### src/rtl/key_led_ctrl.sv
// key_led_ctrl
//   Synchronises and debounces N_KEYS raw push keys, drives one registered LED
//   per key (toggle on press, or follow the debounced level), and reports
//   one-cycle press/release pulses plus a wrapping count of accepted presses.
//
// Ports
//   i_clk            system clock, rising edge
//   i_rst            synchronous reset, active high
//   i_key            raw asynchronous key inputs
//   o_led            registered LED drive
//   o_key_state      debounced level per key, 1 = pressed
//   o_press_pulse    one-cycle pulse per key on an accepted press
//   o_release_pulse  one-cycle pulse per key on an accepted release
//   o_any_pressed    OR of o_key_state
//   o_press_count    accepted presses, modulo 2^CNT_W
//
// Per-key debounce FSM
//   state           | meaning
//   ST_RELEASED     | key accepted as released
//   ST_PRESS_WAIT   | pressed level seen, counting stable samples
//   ST_PRESSED      | key accepted as pressed
//   ST_RELEASE_WAIT | released level seen, counting stable samples
module key_led_ctrl #(
  parameter int N_KEYS          = 4,
  parameter int DEBOUNCE_CYCLES = 16,
  parameter int KEY_ACTIVE_LOW  = 1,
  parameter int LED_MODE        = 0,
  parameter int CNT_W           = 8
) (
  input  logic              i_clk,
  input  logic              i_rst,
  input  logic [N_KEYS-1:0] i_key,
  output logic [N_KEYS-1:0] o_led,
  output logic [N_KEYS-1:0] o_key_state,
  output logic [N_KEYS-1:0] o_press_pulse,
  output logic [N_KEYS-1:0] o_release_pulse,
  output logic              o_any_pressed,
  output logic [CNT_W-1:0]  o_press_count
);

  localparam int                DB_W     = (DEBOUNCE_CYCLES > 1) ? $clog2(DEBOUNCE_CYCLES) : 1;
  localparam logic [DB_W-1:0]   DB_LAST  = DB_W'(DEBOUNCE_CYCLES - 1);
  localparam logic [N_KEYS-1:0] KEY_IDLE = (KEY_ACTIVE_LOW != 0) ? '1 : '0;

  typedef enum logic [1:0] {
    ST_RELEASED,
    ST_PRESS_WAIT,
    ST_PRESSED,
    ST_RELEASE_WAIT
  } state_t;

  logic [N_KEYS-1:0] r_sync1;
  logic [N_KEYS-1:0] r_sync2;
  logic [N_KEYS-1:0] w_p;

  state_t            r_state [N_KEYS];
  logic [DB_W-1:0]   r_cnt   [N_KEYS];

  logic [N_KEYS-1:0] r_led;
  logic [N_KEYS-1:0] r_key_state;
  logic [N_KEYS-1:0] r_press_pulse;
  logic [N_KEYS-1:0] r_release_pulse;
  logic [CNT_W-1:0]  r_press_count;

  logic [N_KEYS-1:0] w_press_set;
  logic [N_KEYS-1:0] w_release_set;
  logic [N_KEYS-1:0] w_key_state_nxt;
  logic [CNT_W-1:0]  w_press_inc;

  // Reset loads the released level so a key held through reset still has
  // to be seen as a fresh edge and debounced from scratch.
  always_ff @(posedge i_clk) begin
    if (i_rst) begin
      r_sync1 <= KEY_IDLE;
      r_sync2 <= KEY_IDLE;
    end else begin
      r_sync1 <= i_key;
      r_sync2 <= r_sync1;
    end
  end

  assign w_p = (KEY_ACTIVE_LOW != 0) ? ~r_sync2 : r_sync2;

  // Acceptance decisions are needed combinationally so the pulse, the LED
  // toggle and the counter increment all land on the same edge.
  always_comb begin
    w_press_set   = '0;
    w_release_set = '0;
    w_press_inc   = '0;
    for (int i = 0; i < N_KEYS; i++) begin
      w_press_set[i]   = (r_state[i] == ST_PRESS_WAIT)   &&  w_p[i] && (r_cnt[i] == DB_LAST);
      w_release_set[i] = (r_state[i] == ST_RELEASE_WAIT) && !w_p[i] && (r_cnt[i] == DB_LAST);
      w_press_inc      = w_press_inc + CNT_W'(w_press_set[i]);
    end
    w_key_state_nxt = (r_key_state | w_press_set) & ~w_release_set;
  end

  always_ff @(posedge i_clk) begin
    if (i_rst) begin
      for (int i = 0; i < N_KEYS; i++) begin
        r_state[i] <= ST_RELEASED;
        r_cnt[i]   <= '0;
      end
      r_led           <= '0;
      r_key_state     <= '0;
      r_press_pulse   <= '0;
      r_release_pulse <= '0;
      r_press_count   <= '0;
    end else begin
      for (int i = 0; i < N_KEYS; i++) begin
        case (r_state[i])
          ST_RELEASED: begin
            if (w_p[i]) begin
              r_state[i] <= ST_PRESS_WAIT;
              r_cnt[i]   <= '0;
            end
          end
          ST_PRESS_WAIT: begin
            if (!w_p[i]) begin
              r_state[i] <= ST_RELEASED;
            end else if (r_cnt[i] == DB_LAST) begin
              r_state[i] <= ST_PRESSED;
            end else begin
              r_cnt[i] <= r_cnt[i] + 1'b1;
            end
          end
          ST_PRESSED: begin
            if (!w_p[i]) begin
              r_state[i] <= ST_RELEASE_WAIT;
              r_cnt[i]   <= '0;
            end
          end
          ST_RELEASE_WAIT: begin
            if (w_p[i]) begin
              r_state[i] <= ST_PRESSED;
            end else if (r_cnt[i] == DB_LAST) begin
              r_state[i] <= ST_RELEASED;
            end else begin
              r_cnt[i] <= r_cnt[i] + 1'b1;
            end
          end
          default: begin
            r_state[i] <= ST_RELEASED;
            r_cnt[i]   <= '0;
          end
        endcase
      end

      r_key_state     <= w_key_state_nxt;
      r_press_pulse   <= w_press_set;
      r_release_pulse <= w_release_set;
      r_press_count   <= r_press_count + w_press_inc;

      if (LED_MODE != 0) begin
        r_led <= w_key_state_nxt;
      end else begin
        r_led <= r_led ^ w_press_set;
      end
    end
  end

  assign o_led           = r_led;
  assign o_key_state     = r_key_state;
  assign o_press_pulse   = r_press_pulse;
  assign o_release_pulse = r_release_pulse;
  assign o_any_pressed   = |r_key_state;
  assign o_press_count   = r_press_count;

endmodule
### config.mk
export PLATFORM = sky130hd
export DESIGN_NAME = key_led_ctrl
export DESIGN_NICKNAME = d
export VERILOG_FILES = /design/src/rtl/key_led_ctrl.sv
export SDC_FILE = /design/constraint.sdc
export NUM_CORES = 1
export LEC_CHECK = 0
export BUFFER_PORTS_ARGS = -buffer_cell sky130_fd_sc_hd__buf_4
export CAP_MARGIN = 20
export CORE_UTILIZATION = 45
export CTS_BUF_LIST = sky130_fd_sc_hd__clkbuf_4 sky130_fd_sc_hd__clkbuf_8
export CTS_CLUSTER_DIAMETER = 30
export CTS_CLUSTER_SIZE = 30
export DETAILED_ROUTE_END_ITERATION = 16
export GPL_TIMING_DRIVEN = 0
export HOLD_SLACK_MARGIN = 0.15
export SETUP_SLACK_MARGIN = 0.2
export SYNTH_ARGS = -nofsm -noshare
export SYNTH_HDL_FRONTEND = slang
export SYNTH_SLANG_ARGS = --single-unit
### constraint.sdc
create_clock -name i_clk -period 3.75 [get_ports i_clk]
set_clock_uncertainty 0.1 [all_clocks]
set_input_delay 0.9375 -clock i_clk [delete_from_list [all_inputs] [get_ports i_clk]]
set_output_delay 0.9375 -clock i_clk [all_outputs]
set_load 0.05 [all_outputs]
* Word level (Yosys, flattened, before mapping)
Memories as Yosys holds them, arrays and structs flattened.
Index checks and enable logic that the tools add are counted.
** Operators by class
- Add/subtract/negate cells :: 8
- Equal/unequal tests :: 16
- Muxes and demuxes :: 170
- Bitwise operators :: 45
- Reduce and logical (&&, ||, !) cells :: 25
** Operator list (count)
- 2-to-1 mux 1 bit :: 130
- 2-to-1 mux 4 bit :: 16
- 2-to-1 mux 2 bit :: 24
- bitwise OR 1 bit :: 40
- adder 4 x 1 -> 4 bit (second input constant) :: 4
- == test 2 bit (second input constant) :: 8
- == test 4 bit (second input constant) :: 4
- logical AND 1 bit :: 16
- adder 8 x 4 -> 8 bit :: 1
- == test 2 x 1 -> 1 bit (second input constant) :: 4
- logical NOT 2 bit :: 4
- NOT 4 bit :: 2
- adder 3 x 1 -> 4 bit :: 1
- AND 4 bit :: 1
- logical NOT 1 bit :: 4
- bitwise OR 4 bit :: 1
- OR reduction 4 bit :: 1
- bitwise XOR 4 bit :: 1
- adder 2 x 1 -> 3 bit :: 1
- adder 1 x 1 -> 2 bit :: 1
** Storage, ports and cells
- Flip-flop bits (word level) :: 32
- RAM bits :: 24
- Output and inout port bits :: 25
- Logic and storage cells :: 273
- Memories kept :: 2
** Memory list
- r_cnt :: depth 4, width 4, rd ports 4, clocked after Yosys merged registers in 0, write ports 4, line 57 : logic [DB_W-1:0] r_cnt [N_KEYS];
- r_state :: depth 4, width 2, rd ports 4, clocked after Yosys merged registers in 0, write ports 4, line 56 : state_t r_state [N_KEYS];

* Longest topological paths before layout
- Word-level depth :: 11
- Mapped depth :: 10
- Depth with buffers taken out :: 10

* Worst setup path after synthesis
No wires, ideal clock.
- Path type :: reg2reg
- Start point :: mem r_cnt[2][0] (netlist name)
- End point :: reg r_press_count[4], in the netlist o_press_count[4]
- Setup time :: 0.071 ns
- Data arrival time :: 2.705 ns
- Required time :: 3.579 ns
- Path slack :: 0.874 ns
- Stages on the path, launching flop included :: 10
- Path buffers :: 0
- Period minus slack after synthesis :: 2.876 ns
- Path through :: edfxtp_1 ha_1 nand4_1 nor3_2 fa_1 inv_1 fa_1 fa_1 or3_1 a21oi_1
** RTL lines
- start: declaration :: line 57
- end signal: assignment :: line 152 : r_press_count <= r_press_count + w_press_inc;
- end: declaration :: line 63 : logic [CNT_W-1:0] r_press_count;

==> metrics.txt <==
post-route cell area=2900 um^2; layout cells sized above 1=20.9%; worst setup margin=647 ps; number of hold buffers added after cts=0; Hold Violations, Final=0; port bufs=29; fillcell total=471; max_cap viols=0; largest family of logic cells by synthesized area=simple AND/OR/NAND/NOR gates; Synth top cells by count=nor2_1 (35), dfxtp_1 (32), edfxtp_1 (24); setup TNS=0 ps; Die Width=76.1 um; EDFF count, synth=24; Die ar.=5790 um^2; Peak VDD IR=0.248 mV; gr usage total=16.7%; clk root buf=clkbuf_8; post-CTS sizing=0; FFs w/ async S/R, synth=0%; Synth Area per Inst=10.3 um^2; Syn Inst Count=240; Fmax achieved=322 MHz; placer's final routability congestion estimate=0.772; Yosys top cell by area=edfxtp_1; Final Instance Count excl. Fillers=347; Final Slew Violations=0; Detailed Place HPWL=3.11 mm; P&R area growth vs syn=17.5%; Synth top area share=29.1%; CTS tree=built; initial antenna violation count=0; LEAKAGE=0.00118 uW; critical path class=register to register; Num CTS Buffers=5; Worst-path clk slew=100 ps; CTS H-tree lvls=2; RSZ-0062 raised after global routing=no; final period utilization=82.7%; number of synthesized register bits=56; placed cell count=339; most frequent cell after synthesis=nor2_1; number of I/O pins=31; crit start category=register; DR iter-0 viols=80; P per Cell Area=544 nW/um^2; Synth cell types=32; type of destination of the critical path=register; row cnt=26; Post-Syn Area=2470 um^2; Worst Tran Pin Value=585 ps; Place WS=665 ps; Area contributors post-synth=edfxtp_1 (29%), dfxtp_1 (26%), xor2_1 (5.7%); compound-cell area share of the yosys netlist=7.34%; post-route antenna net violation count=0; post-CTS setup buffer count=0; Synth Area in Adders=4.96%; gr ovfl total=0; sequential share of the synthesized area=55.1%; xor/xnor cell area share of the yosys netlist=8.15%; Initial Utilization=47.5%; worst-skew pair later-pin latency=310 ps; DRT Pass-1 Iters=4; vias in the first global route=1,564; Crit path required time=3840 ps; mux cell area share after synthesis=0.455%; Max Root-Sink Buffers=2; Final Critical Period=3100 ps; YS warnings=0; Post-Route WL=4.43 mm; final core occ=55.8%; Post-Syn Nets=254; Setup violations, final=0; Routed WL per cell=12.8 um; via count=1,742; DRC Markers=0; hold crit path type=register to register; Placed Area=2780 um^2; Die Span Y=76.1 um; Slew headroom=60.6%; Simple-Gate Fraction of Synth Area=20.8%; largest net degree at the start of global routing=17; CP Data Arrival Time=3200 ps; n_diodes=0; Core Region=5200 um^2; first-pass GRT wire length=7.62 mm; Vias/cell=5.02; status=finished, final reports clean; net count reported at finish=290; CP Max Fanout=5; most used flip-flop cell after synthesis=dfxtp_1; CTS sink count=56
==> cells by family after synthesis <==
logic type	count (synthesis)
AND/OR/NAND/NOR	104
multiplexers	1
buffers and inverters	20
adder cells (fa/ha/maj)	8
AO/OA/AOI/OAI	28
flip-flops	56
XOR/XNOR	23
==> layout make-up <==
class                      count  area [um^2]  area share [%]
clock inverter                 1         30.0            1.03
sequential                    56         1360            46.9
buffer                        11         46.3            1.59
multi-input combinational    164         1030            35.5
clock buffer                   7         96.3            3.32
tap                           70         87.6            3.02
inverter                       9         33.8            1.16
timing repair buffer          29          218            7.50
==> critical path, stage by stage (launching register included) <==
cell and delay (ps):
edfxtp_1 430, ha_1 270, nand4_1 220, nor3_2 110
fa_1 500, inv_1 50, fa_1 400, fa_1 450
nor3_1 260, xnor2_1 150, nor2_1 50
==> path summary, 6_finish.rpt <==
kind,start,endpoint,slack [ps],depth (start not counted)
min reg2reg,r_sync1[3],r_sync2[3],320,1
max reg2reg,r_cnt[2][0],o_press_count[6],650,10
max,r_cnt[2][0],o_press_count[6],650,10
min,r_sync1[3],r_sync2[3],320,1
==> power breakdown <==
part	internal [uW]	total (uW)	leakage, uW	switching [uW]
registers	760	860	0.000520	100
clock network	236	428	0.0000645	193
logic	119	291	0.000595	173
total	1110	1580	0.00118	466
==> layout by cell type (no fill, tap or decap) <==
master,netlist,routed
buf_4,0,29
or4_1,1,1
nor4_1,1,1
dfxtp_1,32,32
a21oi_1,5,5
nor2b_1,2,2
nand2_1,18,18
o2111ai_1,1,1
inv_1,9,9
a21bo_2,2,2
a21boi_0,2,2
xnor2_1,7,7
nand3_1,11,11
bufinv_16,0,1
nor2_2,2,2
clkbuf_8,0,7
or2_2,8,8
mux2_2,1,1
nand4_2,2,2
fa_1,3,3
nor3_1,9,9
clkbuf_1,7,7
nor2_1,35,35
edfxtp_1,24,24
ha_1,5,5
buf_2,4,4
a211oi_1,2,2
or3_1,3,3
o21ai_0,10,10
nand4_1,2,2
a31oi_1,2,2
o22a_1,4,4
nor3_2,2,2
xor2_1,16,16
and3_1,8,8
==> metal layers <==
layer | up-vias | wire length [um] | track usage [%]
met4 | 0 | 41 | 5.19
met3 | 4 | 211 | 4.91
met2 | 28 | 1940 | 25.8
met1 | 817 | 2230 | 22.6
li1 | 893 | - | -
met5 | - | 0 | 0
==> state kept, by name, indices dropped and copies added, names as in the netlist <==
name / count
o_key_state: 4
o_led: 4
o_press_count: 8
o_press_pulse: 4
o_release_pulse: 4
r_cnt: 16
r_state: 8
r_sync1: 4
r_sync2: 4
==> metrics by stage <==
stage | hold WS, ps | power [uW]
2_1_floorplan | 289 | 1090
3_3_place_gp | 291 | 1160
3_5_place_dp | 294 | 1160
4_1_cts | 317 | 1590
5_1_grt | 326 | 1680
6_report | 315 | 1580
Note: power is estimated with default switching activity, not from simulation.
